**config.mk**
```make
export PLATFORM = sky130hd
export DESIGN_NAME = signed_dot_accum_flat
export DESIGN_NICKNAME = d
export VERILOG_FILES = /design/src/rtl/signed_dot_accum_if.sv /design/src/rtl/signed_dot_accum.sv /design/src/flat_wrapper.sv
export SDC_FILE = /design/constraint.sdc
export NUM_CORES = 1
export LEC_CHECK = 0
export ABC_AREA = 1
export CELL_PAD_IN_SITES_DETAIL_PLACEMENT = 1
export CELL_PAD_IN_SITES_GLOBAL_PLACEMENT = 1
export CORE_MARGIN = 8
export CORE_UTILIZATION = 40
export CTS_CLUSTER_DIAMETER = 200
export DETAILED_ROUTE_END_ITERATION = 8
export GPL_TIMING_DRIVEN = 0
export PLACE_DENSITY_LB_ADDON = 0.1
export REMOVE_ABC_BUFFERS = 1
export SLEW_MARGIN = 15
export SYNTH_ARGS = -nofsm -noshare
export SYNTH_HDL_FRONTEND = slang
export SYNTH_SLANG_ARGS = --single-unit
```
**constraint.sdc**
```tcl
create_clock -name clk -period 2.8 [get_ports clk]
set_input_delay 0.56 -clock clk [delete_from_list [all_inputs] [get_ports clk]]
set_output_delay 0.56 -clock clk [all_outputs]
set_load 0.02 [all_outputs]
```
**src/rtl/signed_dot_accum_if.sv**
```systemverilog
// Valid/ready stream bundle for signed_dot_accum:
// a 32-bit product stream in, and a 32-bit result stream with overflow out.
interface signed_dot_accum_if;
  logic        in_valid;
  logic        in_ready;
  logic [31:0] in_product;
  logic        out_valid;
  logic        out_ready;
  logic [31:0] out_sum;
  logic        out_overflow;

  modport master (
    output in_valid,
    output in_product,
    output out_ready,
    input  in_ready,
    input  out_valid,
    input  out_sum,
    input  out_overflow
  );

  modport slave (
    input  in_valid,
    input  in_product,
    input  out_ready,
    output in_ready,
    output out_valid,
    output out_sum,
    output out_overflow
  );
endinterface

```
**src/rtl/signed_dot_accum.sv**
```systemverilog
// Streaming signed dot-product accumulator over groups of LEN products.
// Define SIGNED_DOT_ACCUM_SAT_EN to saturate out_sum; default wraps to 32 bits.
module signed_dot_accum #(
  parameter int LEN   = 16,
  parameter int ACC_W = 40
) (
  input logic              clk,
  input logic              rst_n,
  signed_dot_accum_if.slave io_bus
);

  localparam int CW = (LEN > 1) ? $clog2(LEN) : 1;
  localparam logic [CW-1:0] LAST = CW'(LEN - 1);

  logic [CW-1:0]           r_cnt;
  logic signed [ACC_W-1:0] r_acc;
  logic                    r_out_valid;
  logic [31:0]             r_out_sum;
  logic                    r_out_ovf;

  logic                    w_last;
  logic                    w_in_ready;
  logic                    w_accept;
  logic                    w_release;
  logic signed [ACC_W-1:0] w_ext;
  logic signed [ACC_W-1:0] w_sum;
  logic [ACC_W-32:0]       w_top;
  logic                    w_ovf;
  logic [31:0]             w_conv;

  assign w_last = (r_cnt == LAST);

  // Only the closing product of a group can stall, and only on a full output.
  assign w_in_ready = rst_n &&
    !(w_last && r_out_valid && !io_bus.out_ready);

  assign w_accept  = io_bus.in_valid && w_in_ready;
  assign w_release = r_out_valid && io_bus.out_ready;

  assign w_ext = {{(ACC_W-32){io_bus.in_product[31]}},
                  io_bus.in_product};
  assign w_sum = r_acc + w_ext;

  // In range iff bits [ACC_W-1:31] are all copies of the sign.
  assign w_top = w_sum[ACC_W-1:31];
  assign w_ovf = !((&w_top) || !(|w_top));

`ifdef SIGNED_DOT_ACCUM_SAT_EN
  always_comb begin
    w_conv = w_sum[31:0];
    if (w_ovf) begin
      w_conv = w_sum[ACC_W-1] ? 32'h8000_0000
                              : 32'h7FFF_FFFF;
    end
  end
`else
  assign w_conv = w_sum[31:0];
`endif

  always_ff @(posedge clk) begin
    if (!rst_n) begin
      r_acc       <= '0;
      r_cnt       <= '0;
      r_out_valid <= 1'b0;
      r_out_sum   <= '0;
      r_out_ovf   <= 1'b0;
    end else begin
      if (w_accept) begin
        if (w_last) begin
          r_acc <= '0;
          r_cnt <= '0;
        end else begin
          r_acc <= w_sum;
          r_cnt <= r_cnt + CW'(1);
        end
      end
      if (w_accept && w_last) begin
        r_out_valid <= 1'b1;
        r_out_sum   <= w_conv;
        r_out_ovf   <= w_ovf;
      end else if (w_release) begin
        r_out_valid <= 1'b0;
      end
    end
  end

  assign io_bus.in_ready     = w_in_ready;
  assign io_bus.out_valid    = r_out_valid;
  assign io_bus.out_sum      = r_out_sum;
  assign io_bus.out_overflow = r_out_ovf;

endmodule

```
**src/flat_wrapper.sv**
```systemverilog
// flat-port wrapper written by rule: the top's interface ports become plain ports
module signed_dot_accum_flat 
#(
  parameter int LEN   = 16,
  parameter int ACC_W = 40
)
  (clk, rst_n, io_bus_in_valid, io_bus_in_product, io_bus_out_ready, io_bus_in_ready, io_bus_out_valid, io_bus_out_sum, io_bus_out_overflow);
  signed_dot_accum_if io_bus_i ();
  input logic clk;
  input logic rst_n;
  input wire logic [$bits(io_bus_i.in_valid)-1:0] io_bus_in_valid;
  input wire logic [$bits(io_bus_i.in_product)-1:0] io_bus_in_product;
  input wire logic [$bits(io_bus_i.out_ready)-1:0] io_bus_out_ready;
  output wire logic [$bits(io_bus_i.in_ready)-1:0] io_bus_in_ready;
  output wire logic [$bits(io_bus_i.out_valid)-1:0] io_bus_out_valid;
  output wire logic [$bits(io_bus_i.out_sum)-1:0] io_bus_out_sum;
  output wire logic [$bits(io_bus_i.out_overflow)-1:0] io_bus_out_overflow;
  assign io_bus_i.in_valid = io_bus_in_valid;
  assign io_bus_i.in_product = io_bus_in_product;
  assign io_bus_i.out_ready = io_bus_out_ready;
  assign io_bus_in_ready = io_bus_i.in_ready;
  assign io_bus_out_valid = io_bus_i.out_valid;
  assign io_bus_out_sum = io_bus_i.out_sum;
  assign io_bus_out_overflow = io_bus_i.out_overflow;
  signed_dot_accum #(.LEN(LEN), .ACC_W(ACC_W)) u_core (.clk(clk), .rst_n(rst_n), .io_bus(io_bus_i));
endmodule
```
# After elaboration in Yosys (flattened, before gate mapping)
# Index checks and enable logic that the tools add are counted.
# word_totals
output_inout_bits	35
inputBits	36
word_cells	26
register_bits	78
# classes
n_reduce_logical	14
n_eq_ne	1
add_sub_neg	2
n_mux	4
# op_table
op	n
40-bit by 32-bit adder with 40-bit output	1
40-bit 2-to-1 mux	1
9-bit AND reduction	1
9-bit OR reduction	1
1-bit logical AND	6
4-bit by 1-bit adder with 4-bit output (second input constant)	1
4-bit == test (second input constant)	1
1-bit logical NOT	4
4-bit 2-to-1 mux	1
1-bit 2-to-1 mux	2
2-bit nonzero test	1
1-bit logical OR	1

# Depth between registers and ports, before layout
# Gate-level depths: netlist (run 1).
# depth
ltp_word	8
mapped_depth	18
depth_no_buf	18

# Least setup slack after synthesis (run 1)
# OpenSTA, ideal clock, no wires.
# synth_timing
path_type	input to register
from	input io_bus_in_product[0]
to	register u_core.r_out_sum[24] (netlist: u_core.io_bus.out_sum[24])
arrival_ns	2.222
path_buffers	0
slack_ns	0.461
t_required_ns	2.683
path_stages	12
setup_ns	0.117
cell_sequence	ha_1 fa_1 nand2_1 nand3_1 nand3_1 nand3_2 nand2_1 nand2_2 inv_1 o21bai_1 or2_2 a32o_1
# synth_between
elab_chain_len	1
# synth_lines
item	line_no	text
start, declared	flat_wrapper.sv:12	input wire logic [$bits(io_bus_i.in_product)-1:0] io_bus_in_product;
40-bit by 32-bit adder with 40-bit output	signed_dot_accum.sv:42	assign w_sum = r_acc + w_ext;
end signal, assigned	signed_dot_accum.sv:79	r_out_sum <= w_conv;
end, declared	signed_dot_accum.sv:18	logic [31:0] r_out_sum;
# No other way between the ends.
# A chain may end at the register's enable or synchronous reset.

# Worst setup path after layout (run 1)
# layout_timing
from	input io_bus_in_product[0]
to	register u_core.r_out_ovf (netlist: u_core.io_bus.out_overflow)
# layout_between
elab_chain_len	5
elab_cells_between_ends	6
classes_between	1 x add/sub; 5 x reduce/logical
# layout_lines
item	line_no	text
40-bit by 32-bit adder with 40-bit output (*)	signed_dot_accum.sv:42	
9-bit OR reduction	signed_dot_accum.sv:46	assign w_ovf = !((&w_top) || !(|w_top));
1-bit logical NOT	signed_dot_accum.sv:46	
1-bit logical OR (*)	signed_dot_accum.sv:46	
1-bit logical NOT (*)	signed_dot_accum.sv:46	
end signal, assigned	signed_dot_accum.sv:80	r_out_ovf <= w_ovf;
end, declared	signed_dot_accum.sv:19	logic r_out_ovf;
# Every way passes the cells marked *; elsewhere a longest branch is shown, timed or not.

==> results.cfg, run 1 <==
[detailed_routing]
avgRoutedWirePerCell_um = 17.6
drt.antenna.violating_nets = 0
drt_first_iter_violations = 256
wl_um = 19800
detailedRoute.firstPassIterationCount = 4
route.detailed.drc = 0
vias = 5784
avgViaCountPerCell = 5.16

[timing]
rsz0062_at_grt = true
period_share = 0.967
report.final.hold_viol_count = 0
max_slew_headroom = 0.677
timing.final.crit_period_ns = 2.71
report.final.setup_viol = 0
final-max-slew-violation-count = 0
max_freq_mhz = 369
tightest_slew_ns = 0.484
worst_clock_skew_ns = 0.00782

[logic_synthesis]
synth-seq-cells = 78
synth_flop_cell = sky130_fd_sc_hd__dfxtp_1
synth.distinct_cells = 42
synthesis.area_per_instance_um2 = 6.49
yosys_warnings = 0
synth-async-reset-ratio = 0
synth-seq-area-share = 0.278
syn-instance-count = 864
synth_top_area_cell = sky130_fd_sc_hd__dfxtp_1
synth_top_cells_by_area = sky130_fd_sc_hd__dfxtp_1, sky130_fd_sc_hd__nand2_1, sky130_fd_sc_hd__ha_1, sky130_fd_sc_hd__a21oi_1, sky130_fd_sc_hd__inv_1
syn_area_um2 = 5610
post-synth-top-area-fraction = 0.278
edff_count_synth = 0

[global_route]
grt_antenna_before_repair = 0
m1_gr_usage = 0.267
global_route.peak_usage_layer = met2
grtUsageMet3 = 0.0344
grt.met2_usage = 0.376
grt_first_pass_wirelength_um = 31300
overall_overflow_remaining_after_global_route = 0
grt_pass1_vias = 6266
globalRouteTotalUtil = 0.216
grt_start_max_net_pins = 47

[clocking]
insertion_delay_ns = 0.35
tritoncts_buffers = 9
numClockSinks = 78
number_of_buffers_between_clock_root_and_the_deepest_sink = 2
root_buffer = sky130_fd_sc_hd__clkbuf_16
cts_tree = yes
cts_htree_levels = 3
clkSlewWorstSetupHoldPaths_ns = 0.06

[finish]
design.final.nets = 1014
fillCellCount = 1843
area.growth.synth_to_final_pct = 25.2
insertedDiodeCount = 0
multi_input_comb_area_um2 = 3710
final_layout_size_suffix_gt1_frac = 0.0945
final-seq-area_um2 = 1560
final_instance_area_um2 = 7020

[setup_path]
endpoint_kind = flop
critical_path_arrival_ns = 2.95
crit_path_top_delay_cell = sky130_fd_sc_hd__clkdlybuf4s50_1
required_ns = 3.05
worst_setup_start_kind = primary input
number_of_buffer_and_inverter_stages_on_the_critical_path = 2
worstPathCellList = clkdlybuf4s50_1, ha_2, fa_2, buf_4, nand2_1, nand3_2, nand2_1, nand3_2, nand2_2, nand3_1, nand2_1, nand2_1, nor2_1, nand3_1, nand3_1, nand2_1
crit_fanout = 3
critical_path.most_common_cell = sky130_fd_sc_hd__nand2_1
critPathTopFamily = simple AND/OR/NAND/NOR gates
critical_path_class = in -> reg
critical_path.max_stage_delay_ns = 0.42

[floorplan]
die_y_um = 134
rows = 43
initial_utilization = 0.407
die_area_um2 = 18100
core_region_area_um2 = 13800
io_pins = 71
fp.dieW_um = 134

[place]
dp_wirelength_um = 14300
place_area_um2 = 6450
routabilityCongestion = 0.849
port_buffers = 70

[hold_path]
hp-class = reg -> reg

[pwr]
powerDensity_nw_per_um2 = 493
fin_total_pwr_mw = 3.47
vdd.ir_drop.worst_mv = 0.278
power.leakage_nw = 3.34

[job]
drv.max_cap_violation_count = 0

[outcome]
status = complete, no violations
sequential cells by signal (all words and copies together) (netlist names):
| register | flops |
|---|---|
| u_core.r_cnt | 4 |
| u_core.io_bus.out_sum | 32 |
| u_core.io_bus.out_valid | 1 |
| u_core.io_bus.out_overflow | 1 |
| u_core.r_acc | 40 |
timing repair:
item,CTS,global route
buffers inserted,5,3
endpoints found under the setup margin,75,42
resized for setup,12,22
hold buffers,0,0
cloned,1,1
pin swaps,2,2
power breakdown:
group	switching [mW]	internal [mW]	leakage, nW
clock network	0.508	0.858	0.165
registers	0.0278	1.15	0.633
logic	0.595	0.323	2.54
cell type report:
type                    instances  share of cell area
inverters                     104              0.0577
repair buffers                 78               0.111
multi-input cells             666               0.528
well taps                     180              0.0321
clock buffers                  12              0.0379
clock inverters                 4              0.0109
flip-flops and latches         78               0.222
layout by cell type (no fill, tap or decap), types with 3 or more instances in the layout:
| cell | instances |
|---|---|
| sky130_fd_sc_hd__nand2_1 | 308 |
| sky130_fd_sc_hd__inv_1 | 97 |
| sky130_fd_sc_hd__a21oi_1 | 78 |
| sky130_fd_sc_hd__dfxtp_1 | 78 |
| sky130_fd_sc_hd__clkdlybuf4s50_1 | 68 |
| sky130_fd_sc_hd__nor2_1 | 55 |
| sky130_fd_sc_hd__ha_1 | 33 |
| sky130_fd_sc_hd__a22o_1 | 30 |
| sky130_fd_sc_hd__nand3_1 | 29 |
| sky130_fd_sc_hd__o21ai_0 | 19 |
| sky130_fd_sc_hd__xor2_1 | 19 |
| sky130_fd_sc_hd__nand2_2 | 17 |
| sky130_fd_sc_hd__xnor2_1 | 10 |
| sky130_fd_sc_hd__nor2_2 | 9 |
| sky130_fd_sc_hd__nand3_2 | 9 |
| sky130_fd_sc_hd__clkbuf_16 | 9 |
| sky130_fd_sc_hd__a31oi_1 | 8 |
| sky130_fd_sc_hd__buf_4 | 6 |
| sky130_fd_sc_hd__nor2_4 | 5 |
| sky130_fd_sc_hd__ha_4 | 4 |
| sky130_fd_sc_hd__inv_2 | 3 |
| sky130_fd_sc_hd__o21bai_1 | 3 |
| sky130_fd_sc_hd__o21ai_1 | 3 |
| sky130_fd_sc_hd__ha_2 | 3 |
| sky130_fd_sc_hd__clkbuf_8 | 3 |
synth_stat cells, types with 6 or more instances:
| cell | count |
|---|---|
| sky130_fd_sc_hd__nor2_2 | 6 |
| sky130_fd_sc_hd__dfxtp_1 | 78 |
| sky130_fd_sc_hd__buf_2 | 7 |
| sky130_fd_sc_hd__xnor2_1 | 10 |
| sky130_fd_sc_hd__nand3_2 | 8 |
| sky130_fd_sc_hd__nand2_1 | 308 |
| sky130_fd_sc_hd__nand2_2 | 18 |
| sky130_fd_sc_hd__o21ai_0 | 21 |
| sky130_fd_sc_hd__a21oi_1 | 79 |
| sky130_fd_sc_hd__inv_1 | 98 |
| sky130_fd_sc_hd__a31oi_1 | 8 |
| sky130_fd_sc_hd__xor2_1 | 19 |
| sky130_fd_sc_hd__a22o_1 | 30 |
| sky130_fd_sc_hd__nor2_1 | 59 |
| sky130_fd_sc_hd__ha_1 | 40 |
| sky130_fd_sc_hd__clkbuf_1 | 8 |
| sky130_fd_sc_hd__nand3_1 | 31 |
layer usage:
layer	vias to the layer above	routed length [µm]
met3	21	857
met5	-	0
met1	2733	9160
met4	0	344
met2	96	9430
li1	2934	-
stage by stage:
step	instances	hold slack [ns]	setup TNS (ns)	utilization	worst slack, ns
after CTS	1118	0.473	0	0.501	0.0285
final	1122	0.471	0	0.510	0.0913
after global routing	1122	0.482	-0.0283	0.510	-0.0283
after global placement	1096	0.438	-84.39	0.468	-1.23
after floorplan	846	0.433	0	-	0.216
after detailed placement	1096	0.457	-75.37	0.468	-1.37
worst register-to-register path, delay by kind of cell (launching register included):
family / cells / cell delay, ns
fa+ha+maj: 2 / 0.59
flops: 1 / 0.32
simple gates: 12 / 1.20
buf+inv: 1 / 0.16
worst paths after layout:
| kind | start | to | slack, ns | cells past startpoint |
|---|---|---|---|---|
| worst max register to register | u_core.r_acc[0] | u_core.io_bus.out_overflow | 0.42 | 15 |
| worst min register to register | u_core.io_bus.out_overflow | u_core.io_bus.out_overflow | 0.47 | 2 |
| worst max-delay path | io_bus_in_product[0] | u_core.io_bus.out_overflow | 0.09 | 16 |
| worst min-delay path | u_core.io_bus.out_overflow | u_core.io_bus.out_overflow | 0.47 | 2 |
kinds of logic after synthesis:
family | after synthesis | share of synthesized area
fa+ha+maj | 41 | 0.0928
simple gates | 448 | 0.340
buf+inv | 122 | 0.0858
flops | 78 | 0.278
compound gates | 146 | 0.157
xor+xnor | 29 | 0.0453
(Power assumes the default switching activity.)
==> inputs of run 2 (changes only) <==
--- a/config.mk
+++ b/config.mk
@@ -9,8 +9,8 @@
 export CELL_PAD_IN_SITES_DETAIL_PLACEMENT = 1
 export CELL_PAD_IN_SITES_GLOBAL_PLACEMENT = 1
 export CORE_MARGIN = 8
-export CORE_UTILIZATION = 40
-export CTS_CLUSTER_DIAMETER = 200
+export CORE_UTILIZATION = 41
+export CTS_BUF_LIST = sky130_fd_sc_hd__clkbuf_4 sky130_fd_sc_hd__clkbuf_8
 export DETAILED_ROUTE_END_ITERATION = 8
 export GPL_TIMING_DRIVEN = 0
 export PLACE_DENSITY_LB_ADDON = 0.1
==> run 2 against run 1 <==
  * Non-clock buffer count is 1 lower
  * First-iteration DRC count is 8.6% lower
  * Sequential cell count stayed put
  * Clock power is 34% lower
  * Combinational power is 2% higher
  * Hold slack worse by 0.0075 ns
  * Critical endpoint unchanged
  * Clock-buffer cell count is 2 lower
  * Critical path depth stayed put
==> results.cfg, run 2 (same netlist as run 1, synthesis figures left out) <==
[finish]
finish.utilization = 0.522
final-seq-area_um2 = 1560
insertedDiodeCount = 0
design.final.nets = 1012
area.growth.synth_to_final_pct = 23.6
multi_input_comb_area_um2 = 3770
largest_register_ffs = 40
final_layout_size_suffix_gt1_frac = 0.109
top_register = u_core.r_acc
final_cell_count_no_fill = 1115
layout_commonest_cell = sky130_fd_sc_hd__nand2_1
fillCellCount = 1802
layout.cells.most_common_list = sky130_fd_sc_hd__nand2_1, sky130_fd_sc_hd__inv_1, sky130_fd_sc_hd__dfxtp_1

[floorplan]
die_area_um2 = 17700
fp.dieW_um = 133
initial_utilization = 0.422
core_region_area_um2 = 13300
io_pins = 71
rows = 42
die_y_um = 133

[clocking]
insertion_delay_ns = 0.39
numClockSinks = 78
tritoncts_buffers = 9
cts_tree = yes
root_buffer = sky130_fd_sc_hd__clkbuf_8
number_of_buffers_between_clock_root_and_the_deepest_sink = 2
cts_htree_levels = 3
clkSlewWorstSetupHoldPaths_ns = 0.08

[detailed_routing]
vias = 5853
drt.antenna.violating_nets = 0
met3_wirelength_um = 924
drt_first_iter_violations = 234
met1Wirelength_um = 8950
avgRoutedWirePerCell_um = 17.3
avgViaCountPerCell = 5.25
wl_met2_um = 9000
route.detailed.drc = 0
top_signal_layer_used = met4
detailedRoute.firstPassIterationCount = 4
wl_um = 19200

[global_route]
grt_pass1_vias = 6266
globalRouteTotalUtil = 0.218
grt_first_pass_wirelength_um = 31300
overall_overflow_remaining_after_global_route = 0
grt_start_max_net_pins = 47
grt_antenna_before_repair = 0

[timing]
rsz0062_at_grt = true
report.final.setup_viol = 0
max_slew_headroom = 0.679
tightest_slew_ns = 0.481
period_share = 0.956
fin_ws_ns = 0.123
timing.final.crit_period_ns = 2.68
report.final.hold_viol_count = 0
max_freq_mhz = 374
worst_clock_skew_ns = 0.0120
holdWs_ns = 0.464
final-max-slew-violation-count = 0

[pwr]
fin_total_pwr_mw = 3.02
power.leakage_nw = 3.25
powerDensity_nw_per_um2 = 435
vdd.ir_drop.worst_mv = 0.253

[setup_path]
worst_setup_start_kind = primary input
setup.reg_to_reg.worst_slack_ns = 0.41
worst_r2r_path_depth = 15
critical_path_arrival_ns = 2.96
rr_endpoint = u_core.io_bus.out_overflow
required_ns = 3.08
endpoint_kind = flop
critical_path_class = in -> reg
timing.rr.start = u_core.r_acc[0]
crit_fanout = 4

[hold_path]
worst_hold_path.num_cells = 2
hp-class = reg -> reg
worstHoldEndpoint = u_core.io_bus.out_overflow
hold_start = u_core.io_bus.out_overflow

[outcome]
status = complete, no violations

[job]
drv.max_cap_violation_count = 0

[place]
port_buffers = 70
placed_cells_incl_taps = 1092
dp_wirelength_um = 14300
dp_slack_ns = -1.32
routabilityCongestion = 0.856
run 2: changes by cell type in the layout (fill, tap and decap cells not counted), sizes merged:
cell / change
clkinv: +2
nand2: -1
bufinv: -1
buf: -1
clkbuf: -2
run 2: report_power, final:
part           switching (mW)  internal (mW)
Clock                   0.478          0.421
Sequential             0.0293           1.15
Combinational           0.602          0.335
run 2: metal layers:
metal | track usage | vias up
met2 | 0.363 | 118
li1 | - | 2925
met4 | 0.0864 | 0
met1 | 0.270 | 2784
met3 | 0.0413 | 26
met5 | 0 | -
run 2: cell type report:
type / instances / area share
clock buffer: 10 / 0.0189
multi-input combinational: 665 / 0.544
timing repair buffer: 77 / 0.113
inverter: 104 / 0.0584
sequential: 78 / 0.225
clock inverter: 5 / 0.00866
tap: 176 / 0.0317
run 2: worst max path at each step:
stage                    startpoint                    endpoint  depth (start not counted)  slack [ns]
6_report       io_bus_in_product[0]  u_core.io_bus.out_overflow                         16        0.12
5_1_grt        io_bus_in_product[0]  u_core.io_bus.out_overflow                         16       -0.01
4_1_cts        io_bus_in_product[0]  u_core.io_bus.out_overflow                         16        0.01
3_5_place_dp                  rst_n             u_core.r_cnt[3]                         10       -1.32
3_3_place_gp                  rst_n             u_core.r_cnt[3]                         10       -1.19
2_1_floorplan                 rst_n            u_core.r_acc[24]                          8        0.22
run 2: per-stage QoR:
step / cell area [µm²] / setup TNS, ns
CTS: 6740 / 0
global placement: 6440 / -82.60
floorplan: 5520 / 0
finish: 6940 / 0
detailed placement: 6440 / -71.30
global route: 6940 / -0.0147
run 2: timing repair:
item	4_1_cts	5_1_grt
cloned	1	0
endpoints found under the setup margin	75	7
pin swaps	2	4
resized for setup	12	40
hold buffers	0	0
setup buffers	4	3
run 2: worst max-delay path, stage by stage:
cell                              delay [ns]
sky130_fd_sc_hd__clkdlybuf4s50_1        0.42
sky130_fd_sc_hd__ha_2                   0.23
sky130_fd_sc_hd__fa_2                   0.41
sky130_fd_sc_hd__nand2_1                0.08
sky130_fd_sc_hd__nand3_1                0.09
sky130_fd_sc_hd__and2_4                 0.18
sky130_fd_sc_hd__nand3b_1               0.14
sky130_fd_sc_hd__nand3_4                0.14
sky130_fd_sc_hd__nand2_4                0.09
sky130_fd_sc_hd__nand3_1                0.06
sky130_fd_sc_hd__nand2_1                0.11
sky130_fd_sc_hd__nand2_1                0.09
sky130_fd_sc_hd__nor2_2                 0.16
sky130_fd_sc_hd__nand3_1                0.08
sky130_fd_sc_hd__nand3_1                0.07
sky130_fd_sc_hd__nand2_1                0.05
